[src/rtl/comma_aligner_if.sv]
// Receive-side bundle between the deserializer front end and the 8b/10b word aligner.
// The master drives the serial bit stream and decoder error flag; the slave returns aligned symbols.
interface comma_aligner_if;
  logic       sin;
  logic       sin_valid;
  logic       code_err;
  logic [9:0] sym_out;
  logic       sym_valid;
  logic       comma_det;
  logic       locked;

  modport master (
    output sin,
    output sin_valid,
    output code_err,
    input  sym_out,
    input  sym_valid,
    input  comma_det,
    input  locked
  );

  modport slave (
    input  sin,
    input  sin_valid,
    input  code_err,
    output sym_out,
    output sym_valid,
    output comma_det,
    output locked
  );
endinterface

[src/rtl/comma_aligner.sv]
// 8b/10b receive word aligner: hunts for K28.x commas in the serial stream, emits aligned
// 10-bit symbols, confirms lock over repeated aligned commas and drops it on decoder errors.
module comma_aligner #(
  parameter int LOCK_CNT  = 3,
  parameter int ERR_LIMIT = 4
) (
  input  logic           clk,
  input  logic           reset,
  comma_aligner_if.slave rx
);

  typedef enum logic [1:0] {
    HUNT   = 2'd0,
    VERIFY = 2'd1,
    LOCKED = 2'd2
  } state_t;

  localparam logic [3:0] LOCK_TGT = 4'(LOCK_CNT);
  localparam logic [3:0] ERR_TGT  = 4'(ERR_LIMIT);

  state_t     state_q, state_d;
  logic [9:0] sr_q, sr_n;
  logic [3:0] bit_cnt_q, bit_cnt_d;
  logic [3:0] good_cnt_q, good_cnt_d;
  logic [3:0] err_cnt_q, err_cnt_d;
  logic [9:0] sym_out_q;
  logic       sym_valid_q;
  logic       comma_det_q;
  logic       locked_q;
  logic       comma_match;
  logic       complete;
  logic       emit;

  function automatic logic [3:0] sat_inc(input logic [3:0] v);
    return (v == 4'hF) ? v : v + 4'd1;
  endfunction

  // The window is judged on the shift register as it will look after this bit lands.
  always_comb begin
    sr_n        = {sr_q[8:0], rx.sin};
    comma_match = rx.sin_valid && ((sr_n[9:3] == 7'b0011111) || (sr_n[9:3] == 7'b1100000));
    complete    = rx.sin_valid && (bit_cnt_q == 4'd9);
  end

  always_comb begin
    state_d    = state_q;
    bit_cnt_d  = bit_cnt_q;
    good_cnt_d = good_cnt_q;
    err_cnt_d  = err_cnt_q;
    emit       = 1'b0;

    if (rx.sin_valid) begin
      bit_cnt_d = complete ? 4'd0 : bit_cnt_q + 4'd1;
      unique case (state_q)
        HUNT: begin
          if (comma_match) begin
            emit       = 1'b1;
            bit_cnt_d  = 4'd0;
            good_cnt_d = 4'd1;
            state_d    = (LOCK_CNT == 1) ? LOCKED : VERIFY;
          end
        end

        VERIFY: begin
          if (complete) begin
            emit = 1'b1;
            if (comma_match) begin
              good_cnt_d = sat_inc(good_cnt_q);
              if (good_cnt_d >= LOCK_TGT) state_d = LOCKED;
            end
          end else if (comma_match) begin
            emit       = 1'b1;
            bit_cnt_d  = 4'd0;
            good_cnt_d = 4'd1;
          end
          if (rx.code_err) begin
            state_d    = HUNT;
            good_cnt_d = 4'd0;
            err_cnt_d  = 4'd0;
          end
        end

        LOCKED: begin
          if (complete) begin
            emit = 1'b1;
            if (comma_match) err_cnt_d = 4'd0;
          end
          // A comma landing with an error still counts that error against the fresh budget.
          if (rx.code_err) begin
            err_cnt_d = (complete && comma_match) ? 4'd1 : sat_inc(err_cnt_q);
            if (err_cnt_d >= ERR_TGT) begin
              state_d    = HUNT;
              good_cnt_d = 4'd0;
              err_cnt_d  = 4'd0;
              emit       = 1'b0;
            end
          end
        end

        default: begin
          state_d    = HUNT;
          good_cnt_d = 4'd0;
          err_cnt_d  = 4'd0;
        end
      endcase
    end
  end

  always_ff @(posedge clk) begin
    if (reset) begin
      state_q     <= HUNT;
      sr_q        <= '0;
      bit_cnt_q   <= '0;
      good_cnt_q  <= '0;
      err_cnt_q   <= '0;
      sym_out_q   <= '0;
      sym_valid_q <= 1'b0;
      comma_det_q <= 1'b0;
      locked_q    <= 1'b0;
    end else begin
      state_q     <= state_d;
      bit_cnt_q   <= bit_cnt_d;
      good_cnt_q  <= good_cnt_d;
      err_cnt_q   <= err_cnt_d;
      sym_valid_q <= emit;
      locked_q    <= (state_d == LOCKED);
      if (rx.sin_valid) sr_q <= sr_n;
      if (emit) begin
        sym_out_q   <= sr_n;
        comma_det_q <= comma_match;
      end
    end
  end

  assign rx.sym_out   = sym_out_q;
  assign rx.sym_valid = sym_valid_q;
  assign rx.comma_det = comma_det_q;
  assign rx.locked    = locked_q;

endmodule

[src/flat_wrapper.sv]
// flat-port wrapper written by rule: the top's interface ports become plain ports
module comma_aligner_flat 
#(
  parameter int LOCK_CNT  = 3,
  parameter int ERR_LIMIT = 4
)
  (clk, reset, rx_sin, rx_sin_valid, rx_code_err, rx_sym_out, rx_sym_valid, rx_comma_det, rx_locked);
  comma_aligner_if rx_i ();
  input  logic clk;
  input  logic reset;
  input wire logic [$bits(rx_i.sin)-1:0] rx_sin;
  input wire logic [$bits(rx_i.sin_valid)-1:0] rx_sin_valid;
  input wire logic [$bits(rx_i.code_err)-1:0] rx_code_err;
  output wire logic [$bits(rx_i.sym_out)-1:0] rx_sym_out;
  output wire logic [$bits(rx_i.sym_valid)-1:0] rx_sym_valid;
  output wire logic [$bits(rx_i.comma_det)-1:0] rx_comma_det;
  output wire logic [$bits(rx_i.locked)-1:0] rx_locked;
  assign rx_i.sin = rx_sin;
  assign rx_i.sin_valid = rx_sin_valid;
  assign rx_i.code_err = rx_code_err;
  assign rx_sym_out = rx_i.sym_out;
  assign rx_sym_valid = rx_i.sym_valid;
  assign rx_comma_det = rx_i.comma_det;
  assign rx_locked = rx_i.locked;
  comma_aligner #(.LOCK_CNT(LOCK_CNT), .ERR_LIMIT(ERR_LIMIT)) u_core (.clk(clk), .reset(reset), .rx(rx_i));
endmodule
[config.mk]
export PLATFORM = sky130hd
export DESIGN_NAME = comma_aligner_flat
export DESIGN_NICKNAME = d
export VERILOG_FILES = /design/src/rtl/comma_aligner_if.sv /design/src/rtl/comma_aligner.sv /design/src/flat_wrapper.sv
export SDC_FILE = /design/constraint.sdc
export NUM_CORES = 1
export LEC_CHECK = 0
export CAP_MARGIN = 10
export CORE_ASPECT_RATIO = 0.7
export CORE_MARGIN = 1
export CORE_UTILIZATION = 40
export DETAILED_ROUTE_END_ITERATION = 8
export GPL_TIMING_DRIVEN = 0
export PLACE_DENSITY = 0.7
export SYNTH_ARGS = -nofsm -noshare
export SYNTH_HDL_FRONTEND = slang
export SYNTH_SLANG_ARGS = --single-unit
[constraint.sdc]
create_clock -name clk -period 3.4 [get_ports clk]
set_input_delay 0.68 -clock clk [delete_from_list [all_inputs] [get_ports clk]]
set_output_delay 0.68 -clock clk [all_outputs]
set_load 0.1 [all_outputs]
# == Word-level counts from Yosys, hierarchy flattened ==
# Cells that the tools add are included.
# totals
regBits,36
input_bits,5
output_inout_bits,13
wordCells,72
# classes
n_addsub,3
magnitude_cmp,2
eq_ne,14
muxes,36
bitwise_logic,1
n_reduce_logical,7
# op_table
op,n
$mux W4,17
$pmux W4 S3,2
$mux W2,8
$add A4 B1 Y4 const B,3
$eq A4 B4 Y1 const B,3
$pmux W4 S2,1
$eq A7 B5 Y1 const B,1
$eq A7 B7 Y1 const B,1
$mux W1,6
$ne A3 B2 Y1 const B,2
$pmux W2 S3,1
$reduce_and A5 Y1,1
$eq A2 B2 Y1 const B,2
$ge A4 B2 Y1 const B,1
$ge A4 B3 Y1 const B,1
$ne A2 B2 Y1 const B,2
$ne A4 B3 Y1 const B,1
$reduce_and A4 Y1,1
$logic_and A1 B1 Y1,3
$pmux W1 S3,1
$eq A2 B1 Y1 const B,1
$logic_not A2 Y1,1
$ne A2 B1 Y1 const B,1
$logic_or A1 B1 Y1,1
$not A1 Y1,1

# == Longest topological paths before layout ==
# depth
ltp_word,11
depth_mapped,9
depth_no_buf,8

# == Worst setup path before layout ==
# OpenSTA, ideal clock, no wires.
# synth_path
path_kind,input to register
start,input rx_sin_valid
end,register u_core.good_cnt_q[0]
arrival_time_ps,1843
setup_slack_ps,1438
cell_stages,7
path_buffers,2
cell_sequence,buf_6 -> and4b_2 -> clkbuf_8 -> o21ai_0 -> and2b_2 -> a32o_1 -> o221a_2
# synth_via
elab_chain_len,6
# synth_lines
item,line,source
start: declaration,flat_wrapper.sv:12,input wire logic [$bits(rx_i.sin_valid)-1:0] rx_sin_valid;
"$logic_and A1 B1 Y1, on equally long branches","comma_aligner.sv:42, comma_aligner.sv:41",
$logic_and A1 B1 Y1,comma_aligner.sv:90,err_cnt_d = (complete && comma_match) ? 4'd1 : sat_inc(err_cnt_q);
$mux W4,comma_aligner.sv:90,
$ge A4 B3 Y1,comma_aligner.sv:91,if (err_cnt_d >= ERR_TGT) begin
$ne A2 B1 Y1 (no source line),n/a,
$reduce_and A4 Y1 (no source line),n/a,
end signal: assignment,comma_aligner.sv:123,good_cnt_q <= good_cnt_d;
end: declaration,comma_aligner.sv:24,"logic [3:0] good_cnt_q, good_cnt_d;"
# Several ways; a longest one is shown, not always the timed one.
# A chain may end at the register's enable or synchronous reset.

# == Worst setup path after layout ==
# layout_path
start,register u_core.sym_out_q[1] (netlist: u_core.rx.sym_out[1])
end,output rx_sym_out[1]
# layout_lines
item,line,source
start: declaration,comma_aligner.sv:26,logic [9:0] sym_out_q;
start signal: assignment,comma_aligner.sv:129,sym_out_q <= sr_n;
end: declaration,flat_wrapper.sv:14,output wire logic [$bits(rx_i.sym_out)-1:0] rx_sym_out;
# No word-level cell between the ends.

==> impl_metrics.json <==
{
  "status": "completed",
  "die_w_um": 86.1,
  "clkSlewWorstSetupHoldPaths_ps": 70,
  "drc": 0,
  "setup_ws_ps": 927,
  "grt_usage_pct": 19.3,
  "start_util_pct": 43.7,
  "grt_pass1_wl_um": 7780,
  "avgSynthCellArea_um2": 8.42,
  "grt_pass1_vias": 1561,
  "gp_congestion": 0.921,
  "ant_nets": 0,
  "antenna_found_initial": 0,
  "cp_data_arrival_time_ps": 1790,
  "slew_viol_final": 0,
  "synth_seq_cells": 36,
  "routed-via-count": 1801,
  "postCtsResizedCells": 0,
  "synth_edf_count": 0,
  "worst_pin_slew_ps": 974,
  "grt_max_degree": 12,
  "cts_tree": "built",
  "htree_levels": 2,
  "cp_num_buf_inv": 1,
  "p_leak_nw": 0.800,
  "path_cells": "clkdlybuf4s50_1",
  "layout-area-overhead-vs-synth_pct": 15.9,
  "cp-end-kind": "output pin",
  "die_h_um": 60.8,
  "portBuffers": 14,
  "numCtsBuffers": 5,
  "routed_wl_um": 4640,
  "postCtsSetupRepairBufs": 0,
  "finalSetupTns_ps": 0,
  "cts-root-buf": "clkbuf_8",
  "cts_sinks": 36,
  "setup_viol": 0,
  "pre_cts_ws_ps": 1170,
  "cp.required_ps": 2720,
  "period_share_pct": 72.7,
  "hold_viol_final": 0,
  "drtPass1Iterations": 4,
  "synthesis.instances": 235,
  "die_area_mm2": 0.00523,
  "dp_hpwl_um": 3420,
  "irDropWorstVdd_uv": 217,
  "timing.critical_path.from_type": "register",
  "crit_slowest_cell": "clkdlybuf4s50_1",
  "crit_family": "buffers and inverters",
  "worst-path-max-fanout": 3,
  "ys_seq_area_share_pct": 36.4,
  "critPathMaxStageDelay_ps": 1150,
  "drt_iter0_drc": 197,
  "crit_type": "reg2out",
  "viasPerCell": 5.58,
  "power_density_mw_per_mm2": 343,
  "coreArea_mm2": 0.00453,
  "rsz0062_at_grt": "false",
  "ys_warn_count": 0,
  "clk_latency_ps": 280,
  "nets": 265,
  "synth_nets": 244,
  "drv_cap": 0,
  "async_flop_share_pct": 0,
  "ys_types": 52,
  "dominantRegCellSynth": "dfxtp_1",
  "relSlewSlack_pct": 34.9,
  "fmax_mhz": 404,
  "min_period_ps": 2470,
  "drive_above_1_share_pct": 14.0,
  "ctsLongestPathBuffers": 2,
  "rows": 20,
  "gr-total-overflow": 0,
  "r2r_setup_slack_ps": 1350,
  "antenna_cells": 0,
  "skew_ps": 8.24,
  "syn_area_mm2": 0.00198,
  "utilization_pct": 50.6,
  "finalPower_mw": 0.787,
  "wl_per_cell_um": 14.3,
  "hp-class": "reg2reg",
  "holdBufCountCts": 0,
  "pin_count": 18
}
cell families (layout without fill, tap and decap cells):
| family | Yosys count | in the layout | share of synthesized area [%] |
|---|---|---|---|
| simple gates | 97 | 97 | 26.0 |
| compound gates | 61 | 61 | 21.8 |
| flops | 36 | 36 | 36.4 |
| buf+inv | 25 | 47 | 7.34 |
| mux | 9 | 9 | 4.55 |
| fa+ha+maj | 4 | 4 | 2.53 |
| xor+xnor | 3 | 3 | 1.33 |
report_power, final:
part	total, mW	leakage (nW)	internal [mW]	switching (mW)
Combinational	0.0467	0.458	0.0185	0.0282
Clock	0.308	0.0510	0.162	0.147
Sequential	0.432	0.291	0.426	0.00564
worst paths after layout:
kind | start | end | cells after the start
max | u_core.rx.sym_out[1]$_SDFFE_PP0P_ | rx_sym_out[1] | 1
min | u_core.rx.sym_out[2]$_SDFFE_PP0P_ | u_core.rx.sym_out[2]$_SDFFE_PP0P_ | 2
max reg2reg | u_core.sr_q[2]$_SDFFE_PP0P_ | u_core.rx.comma_det$_SDFFE_PP0P_ | 6
min reg2reg | u_core.rx.sym_out[2]$_SDFFE_PP0P_ | u_core.rx.sym_out[2]$_SDFFE_PP0P_ | 2
area by class of cell:
type                            instances  area, µm²
Fill cell                             445       2240
Tap cell                               66       82.6
Buffer                                 16        111
Sequential cell                        36        721
Clock buffer                            6       82.6
Multi-Input combinational cell        174       1110
Timing Repair Buffer                   14        140
Inverter                                9       33.8
Clock inverter                          2       10.0
placed cells by master (no fill, tap or decap), types with 3 or more instances in the layout:
cell	instances
a21oi_1	10
a31oi_1	3
and2_1	4
clkbuf_1	7
clkbuf_8	10
clkdlybuf4s50_1	14
dfxtp_1	36
ha_1	4
inv_1	8
mux2i_1	9
nand2_1	25
nand3_1	9
nand4_1	14
nor2_1	26
nor3_1	4
o211ai_1	11
o21ai_0	14
o21ai_2	3
o31ai_1	3
synth_stat cells (2+ instances only):
library cell / instances / area share (%)
a211oi_2: 2 / 1.3
o31ai_1: 3 / 1.1
xor2_1: 2 / 0.89
a211o_1: 2 / 0.89
o211ai_1: 11 / 4.2
nand3_1: 9 / 2.3
ha_1: 4 / 2.5
a21oi_1: 10 / 2.5
nand4_1: 14 / 4.4
nor2_1: 26 / 4.9
a311oi_1: 2 / 0.89
buf_2: 2 / 0.51
o21ai_2: 3 / 1.3
and2_1: 4 / 1.3
nand3_2: 2 / 1.0
a31oi_1: 3 / 0.95
o21ai_0: 14 / 3.5
and2b_2: 2 / 0.89
inv_1: 8 / 1.5
mux2i_1: 9 / 4.6
nor3_1: 4 / 1.0
clkbuf_1: 7 / 1.3
clkbuf_8: 4 / 2.8
dfxtp_1: 36 / 36
nand2_1: 25 / 4.7
per-stage QoR:
| step | hold slack, ps | cell area [µm²] | std cells |
|---|---|---|---|
| global placement | 489 | 2200 | 315 |
| CTS | 506 | 2290 | 323 |
| detailed placement | 492 | 2200 | 315 |
| finish | 501 | 2290 | 323 |
| global route | 524 | 2290 | 323 |
| floorplan | 472 | 1980 | 235 |
registers in the layout, indices dropped and copies added, names as in the netlist:
signal,cells
u_core.rx.comma_det,1
u_core.rx.sym_valid,1
u_core.rx.sym_out,10
u_core.bit_cnt_q,4
u_core.rx.locked,1
u_core.state_q,2
u_core.good_cnt_q,4
u_core.sr_q,9
u_core.err_cnt_q,4
metal layers:
layer	wire (µm)	part of all wire, %	global-route usage, %
met1	2580	56	31.1
met2	1740	38	25.4
met3	295	6.4	4.22
met4	19	0.41	4.29
met5	0	0	0
Power figures use the tool's default switching activity.
